$ cat src/rtl/bcd_time_counter.sv
// bcd_time_counter: 1 Hz prescaler plus BCD HH:MM:SS timekeeper with set-mode strobes
module bcd_time_counter #(
   parameter int CLK_HZ = 50_000_000,
   parameter int PRE_W  = 26
) (
   input  logic       clk,
   input  logic       rst_n,
   input  logic       run,
   input  logic       inc_min,
   input  logic       inc_hour,
   input  logic       clr_sec,
   output logic [3:0] sec_lo,
   output logic [3:0] sec_hi,
   output logic [3:0] min_lo,
   output logic [3:0] min_hi,
   output logic [3:0] hr_lo,
   output logic [3:0] hr_hi,
   output logic       sec_tick
);
   logic [PRE_W-1:0] pre_q, pre_d;
   logic [3:0] sec_lo_q, sec_lo_d, sec_hi_q, sec_hi_d;
   logic [3:0] min_lo_q, min_lo_d, min_hi_q, min_hi_d;
   logic [3:0] hr_lo_q, hr_lo_d, hr_hi_q, hr_hi_d;
   logic sec_tick_q, sec_tick_d;
   logic tick, adv_sec, adv_min, adv_hr, sec_wrap, min_wrap, hr_wrap;
   assign tick     = run && (pre_q == PRE_W'(CLK_HZ - 1));
   assign sec_wrap = (sec_hi_q == 4'd5) && (sec_lo_q == 4'd9);
   assign min_wrap = (min_hi_q == 4'd5) && (min_lo_q == 4'd9);
   assign hr_wrap  = (hr_hi_q == 4'd2) && (hr_lo_q == 4'd3);
   // clr_sec beats a coincident tick, so the carry chain only starts from an unsuppressed tick
   assign adv_sec  = tick && !clr_sec;
   assign adv_min  = (adv_sec && sec_wrap) || (!run && inc_min);
   assign adv_hr   = (adv_sec && sec_wrap && min_wrap) || (!run && inc_hour);
   // next-state: prescaler, digit carry chain and set-mode increments
   always_comb begin
      pre_d      = (clr_sec || !run || tick) ? '0 : pre_q + PRE_W'(1);
      sec_lo_d   = clr_sec ? 4'd0 : adv_sec ? ((sec_lo_q == 4'd9) ? 4'd0 : sec_lo_q + 4'd1) : sec_lo_q;
      sec_hi_d   = clr_sec ? 4'd0 : (adv_sec && sec_lo_q == 4'd9) ? ((sec_hi_q == 4'd5) ? 4'd0 : sec_hi_q + 4'd1) : sec_hi_q;
      min_lo_d   = adv_min ? ((min_lo_q == 4'd9) ? 4'd0 : min_lo_q + 4'd1) : min_lo_q;
      min_hi_d   = (adv_min && min_lo_q == 4'd9) ? ((min_hi_q == 4'd5) ? 4'd0 : min_hi_q + 4'd1) : min_hi_q;
      hr_lo_d    = adv_hr ? ((hr_wrap || hr_lo_q == 4'd9) ? 4'd0 : hr_lo_q + 4'd1) : hr_lo_q;
      hr_hi_d    = adv_hr ? (hr_wrap ? 4'd0 : (hr_lo_q == 4'd9) ? hr_hi_q + 4'd1 : hr_hi_q) : hr_hi_q;
      sec_tick_d = adv_sec;
   end
   // state registers with asynchronous clear to 00:00:00
   always_ff @(posedge clk or negedge rst_n) begin
      if (!rst_n) begin
         pre_q      <= '0;
         sec_lo_q   <= 4'd0;
         sec_hi_q   <= 4'd0;
         min_lo_q   <= 4'd0;
         min_hi_q   <= 4'd0;
         hr_lo_q    <= 4'd0;
         hr_hi_q    <= 4'd0;
         sec_tick_q <= 1'b0;
      end else begin
         pre_q      <= pre_d;
         sec_lo_q   <= sec_lo_d;
         sec_hi_q   <= sec_hi_d;
         min_lo_q   <= min_lo_d;
         min_hi_q   <= min_hi_d;
         hr_lo_q    <= hr_lo_d;
         hr_hi_q    <= hr_hi_d;
         sec_tick_q <= sec_tick_d;
      end
   end
   assign sec_lo   = sec_lo_q;
   assign sec_hi   = sec_hi_q;
   assign min_lo   = min_lo_q;
   assign min_hi   = min_hi_q;
   assign hr_lo    = hr_lo_q;
   assign hr_hi    = hr_hi_q;
   assign sec_tick = sec_tick_q;
endmodule

$ cat config.mk
export PLATFORM = sky130hd
export DESIGN_NAME = bcd_time_counter
export DESIGN_NICKNAME = d
export VERILOG_FILES = /design/src/rtl/bcd_time_counter.sv
export SDC_FILE = /design/constraint.sdc
export NUM_CORES = 1
export LEC_CHECK = 0
export ABC_AREA = 0
export BUFFER_PORTS_ARGS = -buffer_cell sky130_fd_sc_hd__buf_2
export CAP_MARGIN = 20
export CORE_MARGIN = 2
export CORE_UTILIZATION = 60
export CTS_BUF_LIST = sky130_fd_sc_hd__clkbuf_4
export CTS_CLUSTER_SIZE = 40
export DETAILED_ROUTE_END_ITERATION = 8
export PLACE_DENSITY = 0.88
export SLEW_MARGIN = 20
export SYNTH_ARGS = -nofsm -noshare
export SYNTH_HDL_FRONTEND = slang
export SYNTH_SLANG_ARGS = --single-unit
$ cat constraint.sdc
create_clock -name clk -period 2.9 [get_ports clk]
set_input_delay 0.58 -clock clk [delete_from_list [all_inputs] [get_ports clk]]
set_output_delay 0.58 -clock clk [all_outputs]
set_load 0.01 [all_outputs]
==> metrics.txt <==
wire length per cell after detailed routing=14.1 um; CP arrival=2.61 ns; dominant synthesized flop cell=dfrtp_1; IR drop worst, VDD=0.292 mV; Core Box Area=4350 um^2; clk sinks=51; Slew @ Worst Pin=0.612 ns; number of buffers created by CTS=5; Fillers=327; clk root buf=clkbuf_4; worst setup path class=reg2reg; total negative slack=0 ns; area occupied by registers=1280 um^2; Worst Setup Slack post-DPL=0.524 ns; First-pass DRT Iterations=4; routability-driven placement congestion ratio=0.820; Initial Utilization=62.6%; Netlist cell types=43; vias in the first global route=1,957; area grow syn2layout=8.91%; Vias=2,111; WL met1=2330 um; Synth Net Count=285; Overflow after GRT=0; Synth warnings=0; nets=317; CTS tree=yes; Vias per Instance=5.95; Post-Syn Area=2730 um^2; CP max stage delay=0.48 ns; reg2reg setup slack=0.55 ns; largest net degree at the start of global routing=35; synthesized area per cell=10.0 um^2; Worst setup EP type=register; Die Width=71.4 um; fin crit period=2.35 ns; FMAX=426 MHz; Post-Route Skew=0.00768 ns; final worst slack=0.553 ns; # Max-Cap Violations=0; clk buf depth=2; I/O Buffers=30; top post-synthesis cells by count=dfrtp_1 (51), nor2_1 (41), xnor2_1 (22); RR Endpoint=min_hi[1]; ANT nets after route=0; die area=5100 um^2; met3 WL=212 um; crit share post-route=80.9%; most common cell in the synthesized netlist=dfrtp_1; H-tree lvl count=2; PostCTS Resize Cnt=0; metal2 WL=2420 um; Hold WC Path Type=in2async; ant diodes=0; number of enable flip-flop cells after synthesis=0; antenna violations before repair=0; highest-delay cell along the critical path=nor4bb_1; Reg clk slew, reported paths=0.13 ns; clk_lat worst skew=0.36 ns; Seq/Total Area, Yosys=46.8%; Synth top area share=46.8%; GRT Resource Usage Total=21.5%; status=finished clean; setup violators final=0; P_leak=1.30 nW; worst-path fanout max=9; area of the multi-input gates=1380 um^2; placed wire-length estimate after detailed placement=3660 um; Slew HR=58.6%; WL final=5020 um; CP endpoint=min_hi[1]; max layer used=met4; pwr dens=552 nW/um^2; Yosys reg bits=51; reg-to-reg critical path startpoint=sec_hi[1]; site row count=24; first-pass GRT wire length=8800 um; Async S/R FF share, synth=100%; Critical path buffers and inverters=1; critical-path cell list=inv_1 > ha_1 > nor4bb_1 > nand3_1 > nor4_4 > o21ai_2 > mux2_4; CP Launch Type=register; synth top area cells=dfrtp_1 (47%), xnor2_1 (7.1%), nor2_1 (5.6%); Worst path top cell family by delay=simple AND/OR/NAND/NOR gates; post-synthesis instance total=272; Top Ports=31; die height=71.4 um; final hold slack=0.113 ns; Yosys top cell by area=dfrtp_1; worst reg2reg path depth=7; Final Hold Viols=0; layout cell share with drive strength beyond 1=15.8%; Critical Path RT=3.16 ns; Final Max Slew Viols=0; Crit. Startpoint=sec_hi[1]; initial DRC count=155; RSZ-0062 raised after global routing=no; cts hold-fix bufs=0; instance count on the critical path=7; drt drc=0; Post-CTS Setup Bufs=0
[stage by stage]
stage | util, % | total power [W] | cells | cell area (um^2)
CTS | 68.2 | 0.00166 | 355 | 2970
global placement | 67.1 | 0.00134 | 349 | 2920
floorplan | - | 0.00119 | 272 | 2730
global route | 68.2 | 0.00175 | 355 | 2970
detailed placement | 67.1 | 0.00136 | 349 | 2920
finish | 68.2 | 0.00164 | 355 | 2970
[routing by layer]
layer / global-route usage, % / vias to the layer above
li1: - / 1023
met1: 28.7 / 1030
met2: 35.3 / 50
met3: 4.64 / 8
met4: 6.92 / 0
met5: 0 / -
[flip-flops by register name, indices dropped and copies added, names as in the netlist]
register  cells
hr_hi         4
hr_lo         4
min_hi        4
min_lo        4
pre_q        26
sec_hi        4
sec_lo        4
sec_tick      1
[placed cells by master, fill, tap and decap left out, types with 2 or more instances in the layout]
cell type | Yosys | final
and3_1 | 5 | 5
o211ai_1 | 3 | 3
and4_1 | 7 | 7
nor2b_1 | 4 | 4
and4bb_2 | 2 | 2
xor2_1 | 9 | 9
nand2b_1 | 4 | 4
nand2_1 | 12 | 12
nor2_1 | 41 | 41
mux2_2 | 3 | 3
nor4_4 | 2 | 2
nand3b_1 | 3 | 3
and2_1 | 3 | 3
nand3_1 | 11 | 11
dfrtp_1 | 51 | 51
nor3b_1 | 2 | 2
nor4_1 | 4 | 4
clkbuf_4 | 0 | 6
nor3_1 | 8 | 8
a21oi_1 | 8 | 8
nor4bb_1 | 4 | 4
nand4_1 | 8 | 8
o21ai_0 | 11 | 11
o2bb2ai_1 | 4 | 4
and3b_1 | 2 | 2
inv_1 | 10 | 10
xnor2_1 | 22 | 22
nor4b_1 | 2 | 2
buf_4 | 1 | 2
ha_1 | 7 | 7
buf_2 | 2 | 30
or3_1 | 3 | 3
[power breakdown]
group / switching, W / internal (W) / total [W]
clock network: 0.000197 / 0.0000961 / 0.000294
registers: 0.000130 / 0.000800 / 0.000930
logic: 0.000203 / 0.000212 / 0.000415
[cell families (layout without fill, tap and decap cells)]
kind of cell,count (synthesis),count (layout),share of synthesized area (%)
AO/OA/AOI/OAI,32,32,7.39
XOR/XNOR,31,31,9.96
adder cells (fa/ha/maj),7,7,3.21
buffers and inverters,17,48,2.57
flip-flops,51,51,46.8
multiplexers,5,5,2.20
AND/OR/NAND/NOR,129,129,27.8
[area by class of cell]
| cell class | instances | share of cell area [%] |
|---|---|---|
| clock buffer | 6 | 1.52 |
| inverter | 10 | 1.26 |
| multi-input combinational | 204 | 46.5 |
| sequential | 51 | 43.0 |
| tap | 52 | 2.19 |
| timing repair buffer | 32 | 5.56 |
[worst min-delay path by stage]
stage | to | slack (ns) | depth (start not counted)
2_1_floorplan | hr_hi[0] | 0.28 | 0
3_3_place_gp | pre_q[0] | 0.44 | 1
3_5_place_dp | pre_q[0] | 0.45 | 1
4_1_cts | sec_hi[3] | 0.12 | 1
5_1_grt | hr_hi[0] | 0.12 | 1
6_report | min_lo[2] | 0.11 | 1
Note: power is estimated with default switching activity, not from simulation.
